==> src/rtl/decode_issue_queue_if.sv <==
// Fetch-side and issue-side handshake bundle for decode_issue_queue.
// master = fetch/decode environment, slave = the queue itself.
interface decode_issue_queue_if #(
  parameter int DEPTH   = 8,
  parameter int FETCH_W = 2,
  parameter int PC_W    = 32
);
  localparam int CW = $clog2(DEPTH) + 1;

  logic                    flush;
  logic [FETCH_W-1:0]      fetch_valid;
  logic [32*FETCH_W-1:0]   fetch_instr;
  logic [PC_W*FETCH_W-1:0] fetch_pc;
  logic                    fetch_ready;
  logic                    issue_ready;
  logic [1:0]              issue_valid;
  logic [63:0]             issue_instr;
  logic [2*PC_W-1:0]       issue_pc;
  logic [CW-1:0]           count;

  modport master (
    output flush, fetch_valid, fetch_instr, fetch_pc, issue_ready,
    input  fetch_ready, issue_valid, issue_instr, issue_pc, count
  );

  modport slave (
    input  flush, fetch_valid, fetch_instr, fetch_pc, issue_ready,
    output fetch_ready, issue_valid, issue_instr, issue_pc, count
  );
endinterface

==> src/rtl/decode_issue_queue.sv <==
// Circular instruction buffer between fetch and decode; presents head (and head+1) to the decoders, 1-cycle write-to-issue latency.
// Slot1 pairing is compiled in with `define DUAL_ISSUE_EN; otherwise one instruction issues per cycle. Fetch stalls when free < FETCH_W.
module decode_issue_queue #(
  parameter int DEPTH   = 8,
  parameter int FETCH_W = 2,
  parameter int PC_W    = 32
) (
  input logic                 clk,
  input logic                 rst,
  decode_issue_queue_if.slave bus
);
  localparam int AW = $clog2(DEPTH);
  localparam int CW = AW + 1;
  localparam logic [CW-1:0] READY_MAX = CW'(DEPTH - FETCH_W);

  if (DEPTH < 4 || (DEPTH & (DEPTH - 1)) != 0) begin : g_bad_depth
    $error("decode_issue_queue: DEPTH must be a power of 2 and at least 4");
  end
  if (FETCH_W < 1 || FETCH_W > 2) begin : g_bad_fetch_w
    $error("decode_issue_queue: FETCH_W must be 1 or 2");
  end

  logic [31:0]     instr_mem [DEPTH];
  logic [PC_W-1:0] pc_mem    [DEPTH];

  logic [AW-1:0] head;
  logic [AW-1:0] tail;
  logic [CW-1:0] count;
  logic          fetch_ready;
  logic [CW-1:0] push_n;
  logic [CW-1:0] pop_n;
  logic          slot0_valid;
  logic          slot1_valid;

  // Readiness looks only at current occupancy, so a full queue cannot
  // refill in the same cycle it drains.
  assign fetch_ready = (count <= READY_MAX);
  assign slot0_valid = (count != '0);

  always_comb begin
    push_n = '0;
    if (fetch_ready) begin
      for (int i = 0; i < FETCH_W; i++) begin
        push_n = push_n + CW'(bus.fetch_valid[i]);
      end
    end
  end

  always_comb begin
    pop_n = '0;
    if (bus.issue_ready) begin
      pop_n = CW'(slot0_valid) + CW'(slot1_valid);
    end
  end

  always_ff @(posedge clk or negedge rst) begin
    if (!rst) begin
      head  <= '0;
      tail  <= '0;
      count <= '0;
    end else if (bus.flush) begin
      head  <= tail;
      count <= '0;
    end else begin
      head  <= head + pop_n[AW-1:0];
      tail  <= tail + push_n[AW-1:0];
      count <= count + push_n - pop_n;
    end
  end

  // Lanes are contiguous from lane 0, so lane i always lands at tail+i.
  always_ff @(posedge clk) begin
    if (!bus.flush && fetch_ready) begin
      for (int i = 0; i < FETCH_W; i++) begin
        if (bus.fetch_valid[i]) begin
          instr_mem[tail + AW'(i)] <= bus.fetch_instr[32*i +: 32];
          pc_mem[tail + AW'(i)]    <= bus.fetch_pc[PC_W*i +: PC_W];
        end
      end
    end
  end

`ifdef DUAL_ISSUE_EN
  typedef struct packed {
    logic       mem;
    logic       muldiv;
    logic       branch;
    logic       serial;
    logic [4:0] dest;
    logic [4:0] rs;
    logic [4:0] rt;
  } pd_t;

  function automatic pd_t predecode(input logic [31:0] ins);
    pd_t        pd;
    logic [5:0] op;
    logic [5:0] fn;
    logic       rtype;
    op    = ins[31:26];
    fn    = ins[5:0];
    rtype = (op == 6'h00);
    pd.rs = ins[25:21];
    pd.rt = ins[20:16];
    pd.mem    = op[5] && (op != 6'h2F);
    pd.muldiv = (rtype && fn >= 6'h10 && fn <= 6'h1B) || (op == 6'h1C);
    pd.branch = (op >= 6'h01 && op <= 6'h07) || (op >= 6'h14 && op <= 6'h17) ||
                (rtype && (fn == 6'h08 || fn == 6'h09));
    pd.serial = (op == 6'h10) || (op == 6'h2F) || (op == 6'h33) ||
                (rtype && (fn == 6'h0C || fn == 6'h0D || fn == 6'h0F ||
                           (fn >= 6'h30 && fn <= 6'h36)));
    pd.dest = 5'd0;
    if (rtype) begin
      pd.dest = ins[15:11];
    end else if ((op >= 6'h08 && op <= 6'h0F) || (op >= 6'h20 && op <= 6'h26) ||
                 op == 6'h30 || op == 6'h38 || (op == 6'h10 && ins[25:21] == 5'd0)) begin
      pd.dest = ins[20:16];
    end else if (op == 6'h03 || (op == 6'h01 && ins[20:16] >= 5'h10 && ins[20:16] <= 5'h13)) begin
      pd.dest = 5'd31;
    end
    return pd;
  endfunction

  logic [AW-1:0] head1;
  pd_t           pd0;
  pd_t           pd1;
  logic          raw_hazard;
  logic          pair_ok;

  assign head1 = head + AW'(1);
  assign pd0   = predecode(instr_mem[head]);
  assign pd1   = predecode(instr_mem[head1]);

  // A register-0 destination never creates a dependency.
  assign raw_hazard = (pd0.dest != 5'd0) && (pd0.dest == pd1.rs || pd0.dest == pd1.rt);

  assign pair_ok = !raw_hazard && !(pd0.mem && pd1.mem) &&
                   !pd0.muldiv && !pd1.muldiv &&
                   !pd0.serial && !pd1.serial &&
                   !pd1.branch;

  assign slot1_valid = (count >= CW'(2)) && pair_ok;

  assign bus.issue_instr = {instr_mem[head1], instr_mem[head]};
  assign bus.issue_pc    = {pc_mem[head1], pc_mem[head]};
`else
  assign slot1_valid     = 1'b0;
  assign bus.issue_instr = {32'd0, instr_mem[head]};
  assign bus.issue_pc    = {{PC_W{1'b0}}, pc_mem[head]};
`endif

  assign bus.issue_valid = {slot1_valid, slot0_valid};
  assign bus.fetch_ready = fetch_ready;
  assign bus.count       = count;

  a_count_bound : assert property (@(posedge clk) disable iff (!rst) count <= CW'(DEPTH));
  a_slot_order  : assert property (@(posedge clk) disable iff (!rst) slot1_valid |-> slot0_valid);
endmodule

==> src/flat_wrapper.sv <==
// flat-port wrapper written by rule: the top's interface ports become plain ports
module decode_issue_queue_flat 
#(
  parameter int DEPTH   = 8,
  parameter int FETCH_W = 2,
  parameter int PC_W    = 32
)
  (clk, rst, bus_flush, bus_fetch_valid, bus_fetch_instr, bus_fetch_pc, bus_issue_ready, bus_fetch_ready, bus_issue_valid, bus_issue_instr, bus_issue_pc, bus_count);
  decode_issue_queue_if #(.DEPTH(DEPTH), .FETCH_W(FETCH_W), .PC_W(PC_W)) bus_i ();
  input logic clk;
  input logic rst;
  input wire logic [$bits(bus_i.flush)-1:0] bus_flush;
  input wire logic [$bits(bus_i.fetch_valid)-1:0] bus_fetch_valid;
  input wire logic [$bits(bus_i.fetch_instr)-1:0] bus_fetch_instr;
  input wire logic [$bits(bus_i.fetch_pc)-1:0] bus_fetch_pc;
  input wire logic [$bits(bus_i.issue_ready)-1:0] bus_issue_ready;
  output wire logic [$bits(bus_i.fetch_ready)-1:0] bus_fetch_ready;
  output wire logic [$bits(bus_i.issue_valid)-1:0] bus_issue_valid;
  output wire logic [$bits(bus_i.issue_instr)-1:0] bus_issue_instr;
  output wire logic [$bits(bus_i.issue_pc)-1:0] bus_issue_pc;
  output wire logic [$bits(bus_i.count)-1:0] bus_count;
  assign bus_i.flush = bus_flush;
  assign bus_i.fetch_valid = bus_fetch_valid;
  assign bus_i.fetch_instr = bus_fetch_instr;
  assign bus_i.fetch_pc = bus_fetch_pc;
  assign bus_i.issue_ready = bus_issue_ready;
  assign bus_fetch_ready = bus_i.fetch_ready;
  assign bus_issue_valid = bus_i.issue_valid;
  assign bus_issue_instr = bus_i.issue_instr;
  assign bus_issue_pc = bus_i.issue_pc;
  assign bus_count = bus_i.count;
  decode_issue_queue #(.DEPTH(DEPTH), .FETCH_W(FETCH_W), .PC_W(PC_W)) u_core (.clk(clk), .rst(rst), .bus(bus_i));
endmodule
==> config.mk <==
export PLATFORM = sky130hd
export DESIGN_NAME = decode_issue_queue_flat
export DESIGN_NICKNAME = d
export VERILOG_FILES = /design/src/rtl/decode_issue_queue_if.sv /design/src/rtl/decode_issue_queue.sv /design/src/flat_wrapper.sv
export SDC_FILE = /design/constraint.sdc
export NUM_CORES = 1
export LEC_CHECK = 0
export CAP_MARGIN = 10
export CORE_MARGIN = 1
export CORE_UTILIZATION = 47
export DETAILED_ROUTE_END_ITERATION = 16
export PLACE_DENSITY = 0.7
export SETUP_SLACK_MARGIN = 0.02
export SLEW_MARGIN = 20
export SYNTH_ARGS = -nofsm -noshare
export SYNTH_HDL_FRONTEND = slang
export SYNTH_SLANG_ARGS = --single-unit
==> constraint.sdc <==
create_clock -name clk -period 6.05 [get_ports clk]
set_input_delay 1.21 -clock clk [delete_from_list [all_inputs] [get_ports clk]]
set_output_delay 1.21 -clock clk [all_outputs]
set_load 0.05 [all_outputs]
==> results.toml, run 1 <==
[timing]
hold_viol = 0
finClkSkew_ns = 0.0201
final_max_slew_viol_count = 0
fin_tns_setup_ns = 0
setup_viol_count_final = 0
slew_headroom_pct = 27.7
worst_pin_slew_ns = 1.08
setup_slack_ns = 1.25
min_period_ns = 4.80
rsz0062_at_grt = "false"
max_freq_mhz = 209
period_share_pct = 79.3

[route]
drc = 0
viasPerCell = 5.75
vias = 14200
dr.pass1.iters = 5
drt_iter0_drc = 1092
routed_wl_um = 63000
antenna_left = 0
wl_per_cell_um = 25.5

[min_path]
hold_class = "reg -> reg"
min_path_cells = 2
hp-start = "u_core.tail[1]"
hold_end = "u_core.tail[1]"

[critical_path]
slowest_delay_ns = 0.95
crit_required_ns = 4.84
regToRegEndpoint = "u_core.instr_mem[0][25]"
slowest_stage = "dfrtp_4"
path_max_fanout = 34
crit_family = "buffers and inverters"
worst_setup_path_end_kind = "output port"
reg2reg_from = "u_core.tail[0]"
path_buf_inv = 2
reg2reg_depth = 6
cp.arrival_ns = 3.59
path_class = "reg -> out"
worstSetupStartpointType = "flop"
r2r_slack_ns = 2.66
cp_cell_sequence = "buf_4 -> mux4_2 -> mux2_2 -> clkdlybuf4s50_1"

[layout]
syn2layout_area_growth_pct = 15.6
drive_gt1_share_pct = 36.0
final_cells = 2469
mostFrequentLayoutCell = "edfxtp_1"
layout_common_cells = "edfxtp_1 (512), mux2_2 (332), mux2_1 (211)"
fin_area_sq_mm = 0.0312
nNetsFinal = 1813

[die]
die_w_um = 242
io_pins = 269
die_area_sq_mm = 0.0584
initial_core_util_pct = 47.7
die_h_um = 242
rows = 87
core_area_sq_mm = 0.0566

[global_routing]
grt_pass1_vias = 15100
grt_max_degree = 54
antenna_found_initial = 9
grt_overflow = 0
grt_pass1_wl_um = 95300
track_usage_pct = 21.6

[synthesis]
netlist_instances = 1471
seq_area_frac_synth_pct = 57.9
ys.flop_type = "edfxtp_1"
ys_ff_latch = 522
synth_area_sq_mm = 0.0270
ys_warn_count = 0
ys_async_sr_fraction_pct = 1.92
syn_avg_cell_area_sq_um = 18.3
synth_edf_count = 512
synth_cell_type_count = 37

[outcome]
outcome = "completed"

[placement]
portBuffers = 203
dp_hpwl_um = 36900
gp_congestion = 0.769
dp.cells = 2363
place_area_sq_mm = 0.0295
preCtsSetupSlack_ns = 1.63

[clock_network]
clkSlewWorstSetupHoldPaths_ns = 0.06
htreeDepth = 2
cts_hold_buf = 0
clkLatencyLatePin_ns = 0.60
cts_tree = "yes"
cts_root_buf = "clkbuf_16"
clk_path_buf_depth = 3
post_cts_resized = 0
cts.sinks = 522
post_cts_buffers = 0
cts_made_buffers = 54

[job]
drv_cap = 0

[power]
power_uw = 14000
p_leak_uw = 0.0103
p_per_area_mw_per_mm2 = 448
vdd_drop_max_v = 0.000367
[per-layer routing]
metal  GRT usage, %  vias to the layer above  share of wire [%]
met5              0                        -               0.11
met4           5.21                       12                1.9
met3           4.04                       86                5.7
met2           34.7                      397                 48
met1           30.3                     7492                 44
li1               -                     6212                  -
[report_power, final]
group          internal [uW]  total [uW]  switching, uW
Sequential              4660        5040            376
Combinational           2440        5740           3310
Clock                   1810        3170           1360
[synthesized netlist by cell type, types with 2 or more instances]
cell type  number  share of area (%)
edfxtp_1      512                 57
mux2_2        332                 14
mux2_1        211                8.8
mux4_2        128                 11
buf_4          71                2.0
buf_6          45                1.9
mux2_4         33                1.8
clkbuf_1       22               0.31
buf_2          21               0.39
inv_1          13               0.18
ha_1           12               0.56
dfrtp_1        10               0.93
o21ai_0         7               0.13
nand2_1         6              0.083
o21bai_1        6               0.17
nor2_1          5              0.070
nand3_1         4              0.074
xnor2_1         4               0.13
and4_1          3              0.097
nor2b_1         3              0.070
and2_1          2              0.046
and3_1          2              0.046
fa_1            2               0.15
nand2b_1        2              0.046
nand3b_1        2              0.056
nor3_2          2              0.074
[worst max-delay path by stage]
| stage | slack (ns) | depth (start not counted) | start | end |
|---|---|---|---|---|
| global route | 1.07 | 4 | u_core.head[0] | bus_issue_instr[8] |
| floorplan | 0.73 | 4 | bus_flush | u_core.instr_mem[1][0] |
| CTS | 1.16 | 4 | u_core.head[0] | bus_issue_instr[6] |
| detailed placement | 1.63 | 5 | bus_fetch_valid[1] | u_core.pc_mem[4][10] |
| global placement | 1.69 | 5 | bus_fetch_valid[1] | u_core.pc_mem[4][17] |
| finish | 1.25 | 4 | u_core.head[0] | bus_issue_instr[6] |
[final cells by class]
| type | instances | area (sq um) |
|---|---|---|
| inverters | 13 | 48.8 |
| repair buffers | 235 | 2450 |
| multi-input cells | 839 | 10400 |
| well taps | 756 | 946 |
| clock buffers | 77 | 1510 |
| fillers | 4425 | 25400 |
| clock inverters | 23 | 148 |
| flip-flops and latches | 522 | 15600 |
| diodes | 4 | 10.0 |
[flip-flops by register name, summed over array words and instances, names as in the netlist]
register and cells:
u_core.bus.count 4, u_core.head 3, u_core.instr_mem 256, u_core.pc_mem 256, u_core.tail 3
[tightest hold or removal path, cell delays in order, from the launching register on]
cell	delay, ns
dfrtp_1	0.48
nand2_1	0.10
o21ai_0	0.07
[stage by stage]
step / hold WS (ns) / util, %
after floorplan: 0.562 / -
after global placement: 0.653 / 52.0
after detailed placement: 0.668 / 52.0
after CTS: 0.683 / 55.0
after global routing: 0.720 / 55.1
final: 0.690 / 55.1
[cells by family (layout without fill, tap and decap cells)]
family          after synthesis  after routing  synth area share (%)
mux                         705            705                  35.2
flops                       522            522                  57.9
buf+inv                     174            348                  4.82
simple gates                 34             34                 0.751
compound gates               15             15                 0.343
fa+ha+maj                    14             14                 0.705
xor+xnor                      6              6                 0.250
other cells                   1             69                0.0139
(Power assumes the default switching activity.)
==> run 2, diff against run 1 <==
==> constraint.sdc (replaced) <==
create_clock -name clk -period 4.05 [get_ports clk]
set_input_delay 0.81 -clock clk [delete_from_list [all_inputs] [get_ports clk]]
set_output_delay 0.81 -clock clk [all_outputs]
set_load 0.05 [all_outputs]
==> run 2 against run 1 <==
Against the previous run: hold slack worse by 0.16 ns; sequential power up 45%; setup slack worse by 1.1 ns; sequential cell count unchanged; critical path type unchanged; clock power up 52%; clock skew down 0.013 ns; first-iteration DRC count up 0.92%.
==> results.toml, run 2 (synthesis gave the netlist of run 1 again) <==
[layout]
layout_common_cells = "edfxtp_1 (512), mux2_2 (332), mux2_1 (211)"
top_regs = "u_core.instr_mem: 256 flops, u_core.pc_mem: 256 flops, u_core.bus.count: 4 flops"
syn2layout_area_growth_pct = 16.9
mostFrequentLayoutCell = "edfxtp_1"
drive_gt1_share_pct = 37.0
final_cells = 2485
nNetsFinal = 1831
fin_util_pct = 55.7

[die]
rows = 87
die_w_um = 242
die_area_sq_mm = 0.0584
initial_core_util_pct = 47.7
core_area_sq_mm = 0.0566
die_h_um = 242
io_pins = 269

[global_routing]
grt_pass1_wl_um = 98000
grt_max_degree = 59
grt_overflow = 0
antenna_found_initial = 8
grt_pass1_vias = 15400
track_usage_pct = 22.4

[critical_path]
worstSetupStartpointType = "flop"
worst_setup_path_end_kind = "output port"
path_max_fanout = 47
timing.critical_path.from = "u_core.head[0]"
reg2reg_from = "u_core.bus.count[3]"
crit_required_ns = 3.24
cp.arrival_ns = 3.11
path_class = "reg -> out"

[route]
drt_iter0_drc = 1102
drc = 0
viasPerCell = 5.76
vias = 14300
routed_wl_um = 65000
dr.pass1.iters = 5
antenna_left = 0
wl_per_cell_um = 26.1

[placement]
portBuffers = 203
gp_congestion = 0.756
preCtsSetupSlack_ns = 0.641
dp_hpwl_um = 37400
dp.cells = 2381

[power]
switching_share_pct = 36.2
p_leak_uw = 0.0104
pwr-share-comb_pct = 42.4
p_seq_share_pct = 34.8
vdd_drop_max_v = 0.000578
p_per_area_mw_per_mm2 = 668
internal_power_uw = 13400
clkPwrFrac_pct = 22.8
power_switching_uw = 7640

[clock_network]
post_cts_resized = 0
cts_root_buf = "clkbuf_16"
clk_path_buf_depth = 3
cts.sinks = 522
cts_tree = "yes"
cts_made_buffers = 56
htreeDepth = 2
clkSlewWorstSetupHoldPaths_ns = 0.06
post_cts_buffers = 0
cts_hold_buf = 0
clkLatencyLatePin_ns = 0.61

[timing]
setup_slack_ns = 0.125
fin_tns_setup_ns = 0
final_max_slew_viol_count = 0
finClkSkew_ns = 0.00709
whs_ns = 0.532
rsz0062_at_grt = "true"
slew_headroom_pct = 40.2
hold_viol = 0
period_share_pct = 96.9
max_freq_mhz = 255
setup_viol_count_final = 0
worst_pin_slew_ns = 0.894
min_period_ns = 3.92

[min_path]
hold_class = "in -> async"

[job]
drv_cap = 0

[outcome]
outcome = "completed"
==> run 2: power by group through the flow <==
stage	combinational (uW)	sequential, uW	clock, uW
after floorplan	6250	7350	0
after global placement	8940	7400	0
after detailed placement	8990	7440	0
after CTS	9040	7330	4900
after global routing	9380	7390	5090
final	8930	7330	4810
==> run 2: per-layer routing <==
metal | vias to the layer above | wire length, um | global-route usage (%)
met2 | 374 | 30800 | 35.8
li1 | 6259 | - | -
met4 | 10 | 1440 | 6.13
met3 | 111 | 3420 | 4.11
met1 | 7551 | 29200 | 31.4
met5 | - | 57 | 0
==> run 2: final cells by class <==
class,instances,area (sq um)
Multi-Input combinational cell,839,10400
Tap cell,756,946
Clock inverter,36,235
Fill cell,4417,25100
Clock buffer,64,1450
Sequential cell,522,15600
Inverter,13,48.8
Antenna cell,4,10.0
Timing Repair Buffer,251,2780
==> run 2: through the flow <==
stage	area (sq um)	total power (uW)
after floorplan	27200	13600
after global placement	29800	16300
after detailed placement	29800	16400
after CTS	31500	21300
after global routing	31500	21900
final	31500	21100
==> run 2: worst max-delay path, stage by stage, from the launching register on <==
cell	delay, ns
dfrtp_4	0.52
buf_16	0.33
mux4_2	0.58
mux2_2	0.30
clkdlybuf4s50_1	0.71
==> run 2: worst paths after layout <==
path                                             end  slack [ns]  depth (start not counted)
worst max-delay path             bus_issue_instr[19]        0.13                          4
worst min-delay path             u_core.bus.count[2]        0.53                          1
worst max register to register  u_core.pc_mem[7][16]        0.67                          7
worst min register to register        u_core.tail[2]        0.69                          1
max in group asynchronous             u_core.head[1]        3.15                          1
min in group clk                      u_core.tail[2]        0.69                          1
==> run 3, diff against run 2 <==
--- a/config.mk
+++ b/config.mk
@@ -7,9 +7,9 @@
 export LEC_CHECK = 0
 export CAP_MARGIN = 10
 export CORE_MARGIN = 1
-export CORE_UTILIZATION = 47
+export CORE_UTILIZATION = 50
 export DETAILED_ROUTE_END_ITERATION = 16
-export PLACE_DENSITY = 0.7
+export PLACE_DENSITY = 0.76
 export SETUP_SLACK_MARGIN = 0.02
 export SLEW_MARGIN = 20
 export SYNTH_ARGS = -nofsm -noshare
==> run 3 against run 2 <==
Against the previous run: clock power fell by 2%; critical path type unchanged; total power shrank 0.65%; largest power group unchanged; non-clock buffer count grew 2; routed wire length up 1.0%; sequential share of layout area is 0.21 points higher; hold slack gained 0.0040 ns; setup slack gained 0.019 ns.
==> results.toml, run 3 (synthesis gave the netlist of run 1 again) <==
[outcome]
outcome = "completed"

[layout]
syn2layout_area_growth_pct = 16.4
mostFrequentLayoutCell = "edfxtp_1"
drive_gt1_share_pct = 37.1
top_regs = "u_core.instr_mem: 256 flops, u_core.pc_mem: 256 flops, u_core.bus.count: 4 flops"
nNetsFinal = 1831
layout_common_cells = "edfxtp_1 (512), mux2_2 (332), mux2_1 (211)"
fin_util_pct = 59.3
final_cells = 2412

[critical_path]
slowest_stage = "clkdlybuf4s50_1"
cp_cell_sequence = "buf_12 -> buf_4 -> mux4_2 -> mux2_2 -> clkdlybuf4s50_1"
reg2reg_depth = 8
path_class = "reg -> out"
crit_family = "buffers and inverters"
cp.arrival_ns = 3.10
worst_setup_path_end_kind = "output port"
r2r_slack_ns = 0.90
slowest_delay_ns = 0.71
crit_required_ns = 3.24
reg2reg_from = "u_core.bus.count[3]"
path_max_fanout = 28
regToRegEndpoint = "u_core.pc_mem[0][4]"
timing.critical_path.from = "u_core.head[0]"
path_buf_inv = 3
worstSetupStartpointType = "flop"
cp-endpoint = "bus_issue_instr[28]"
worstSetupPathDepth = 5

[die]
core_area_sq_mm = 0.0530
die_w_um = 234
die_h_um = 234
io_pins = 269
die_area_sq_mm = 0.0549
initial_core_util_pct = 50.9
rows = 84

[timing]
finClkSkew_ns = 0.0295
slew_headroom_pct = 43.9
rsz0062_at_grt = "false"
period_share_pct = 96.4
min_period_ns = 3.91
max_freq_mhz = 256
final_max_slew_viol_count = 0
worst_pin_slew_ns = 0.840
setup_viol_count_final = 0
hold_viol = 0

[placement]
gp_congestion = 0.811
dp_hpwl_um = 37000
dp.cells = 2315
portBuffers = 203

[power]
power_uw = 20900
p_per_area_mw_per_mm2 = 667
vdd_drop_max_v = 0.000475
p_leak_uw = 0.0105

[global_routing]
grt_pass1_vias = 15200
antenna_found_initial = 14
grt_max_degree = 65
track_usage_pct = 24.1
grt_overflow = 0
grt_pass1_wl_um = 96700

[job]
drv_cap = 0

[clock_network]
htreeDepth = 2
cts_tree = "yes"
cts.sinks = 522
cts_made_buffers = 54
clk_path_buf_depth = 3
cts_root_buf = "clkbuf_16"
clkSlewWorstSetupHoldPaths_ns = 0.06
clkLatencyLatePin_ns = 0.61
cts_hold_buf = 0

[route]
routed_wl_um = 65600
antenna_left = 0
dr.pass1.iters = 5
vias = 14400
drt_iter0_drc = 1193
viasPerCell = 5.98
wl_per_cell_um = 27.2
drc = 0

[min_path]
hold_class = "in -> async"
-- run 3: cell types whose count changed in the layout (fill, tap and decap cells not counted), sizes merged, moves of 3 or more --
cell,before,now
clkbuf,64,67
dlymetal6s2s,1,4
dlygate4sd2,0,13
clkinv,31,21
clkdlybuf4s50,201,186
-- run 3: what timing repair did --
item,in CTS,in global routing
gates resized for setup,13,4
endpoints found under the setup margin,13,4
setup buffers,0,0
-- run 3: worst min-delay path by stage --
stage                    from  cells after the start                   to  slack (ns)
2_1_floorplan             rst                      0  u_core.bus.count[0]        0.51
3_3_place_gp   u_core.tail[1]                      2       u_core.tail[1]        0.66
3_5_place_dp   u_core.tail[1]                      2       u_core.head[1]        0.69
4_1_cts                   rst                      1  u_core.bus.count[3]        0.53
5_1_grt                   rst                      1  u_core.bus.count[1]        0.56
6_report                  rst                      1  u_core.bus.count[3]        0.54
-- run 3: per-stage QoR --
stage          hold slack [ns]  area, sq um  setup slack [ns]  TNS [ns]
2_1_floorplan            0.514        27200             -1.16   -571.86
3_3_place_gp             0.663        29800             0.639         0
3_5_place_dp             0.694        29800             0.578         0
4_1_cts                  0.526        31400            0.0221         0
5_1_grt                  0.560        31400            0.0282         0
6_report                 0.536        31400             0.144         0
-- run 3: area by class of cell --
cell class | count | area, sq um
Inverter | 13 | 48.8
Clock inverter | 27 | 241
Timing Repair Buffer | 253 | 2780
Multi-Input combinational cell | 839 | 10400
Fill cell | 3930 | 21600
Clock buffer | 67 | 1400
Tap cell | 688 | 861
Antenna cell | 3 | 7.51
Sequential cell | 522 | 15600
-- run 3: power breakdown --
group	internal [uW]	switching (uW)	total, uW
sequential	6970	341	7310
combinational	3670	5230	8900
clock	2690	2040	4730
total	13300	7600	20900
-- run 3: routing by layer --
| metal | wire length (um) | global-route usage, % |
|---|---|---|
| met2 | 31700 | 39.0 |
| met4 | 1060 | 4.60 |
| met5 | 143 | 0 |
| met3 | 4290 | 5.65 |
| met1 | 28400 | 33.4 |
-- run 3: worst reg2reg max path, stage by stage (launching register included) --
cell and delay (ns):
dfrtp_1 0.38, inv_1 0.08, ha_1 0.17, nand2_1 0.07, mux2i_1 0.28, buf_4 0.27
nand3b_1 0.36, o21bai_4 0.81, buf_12 0.35
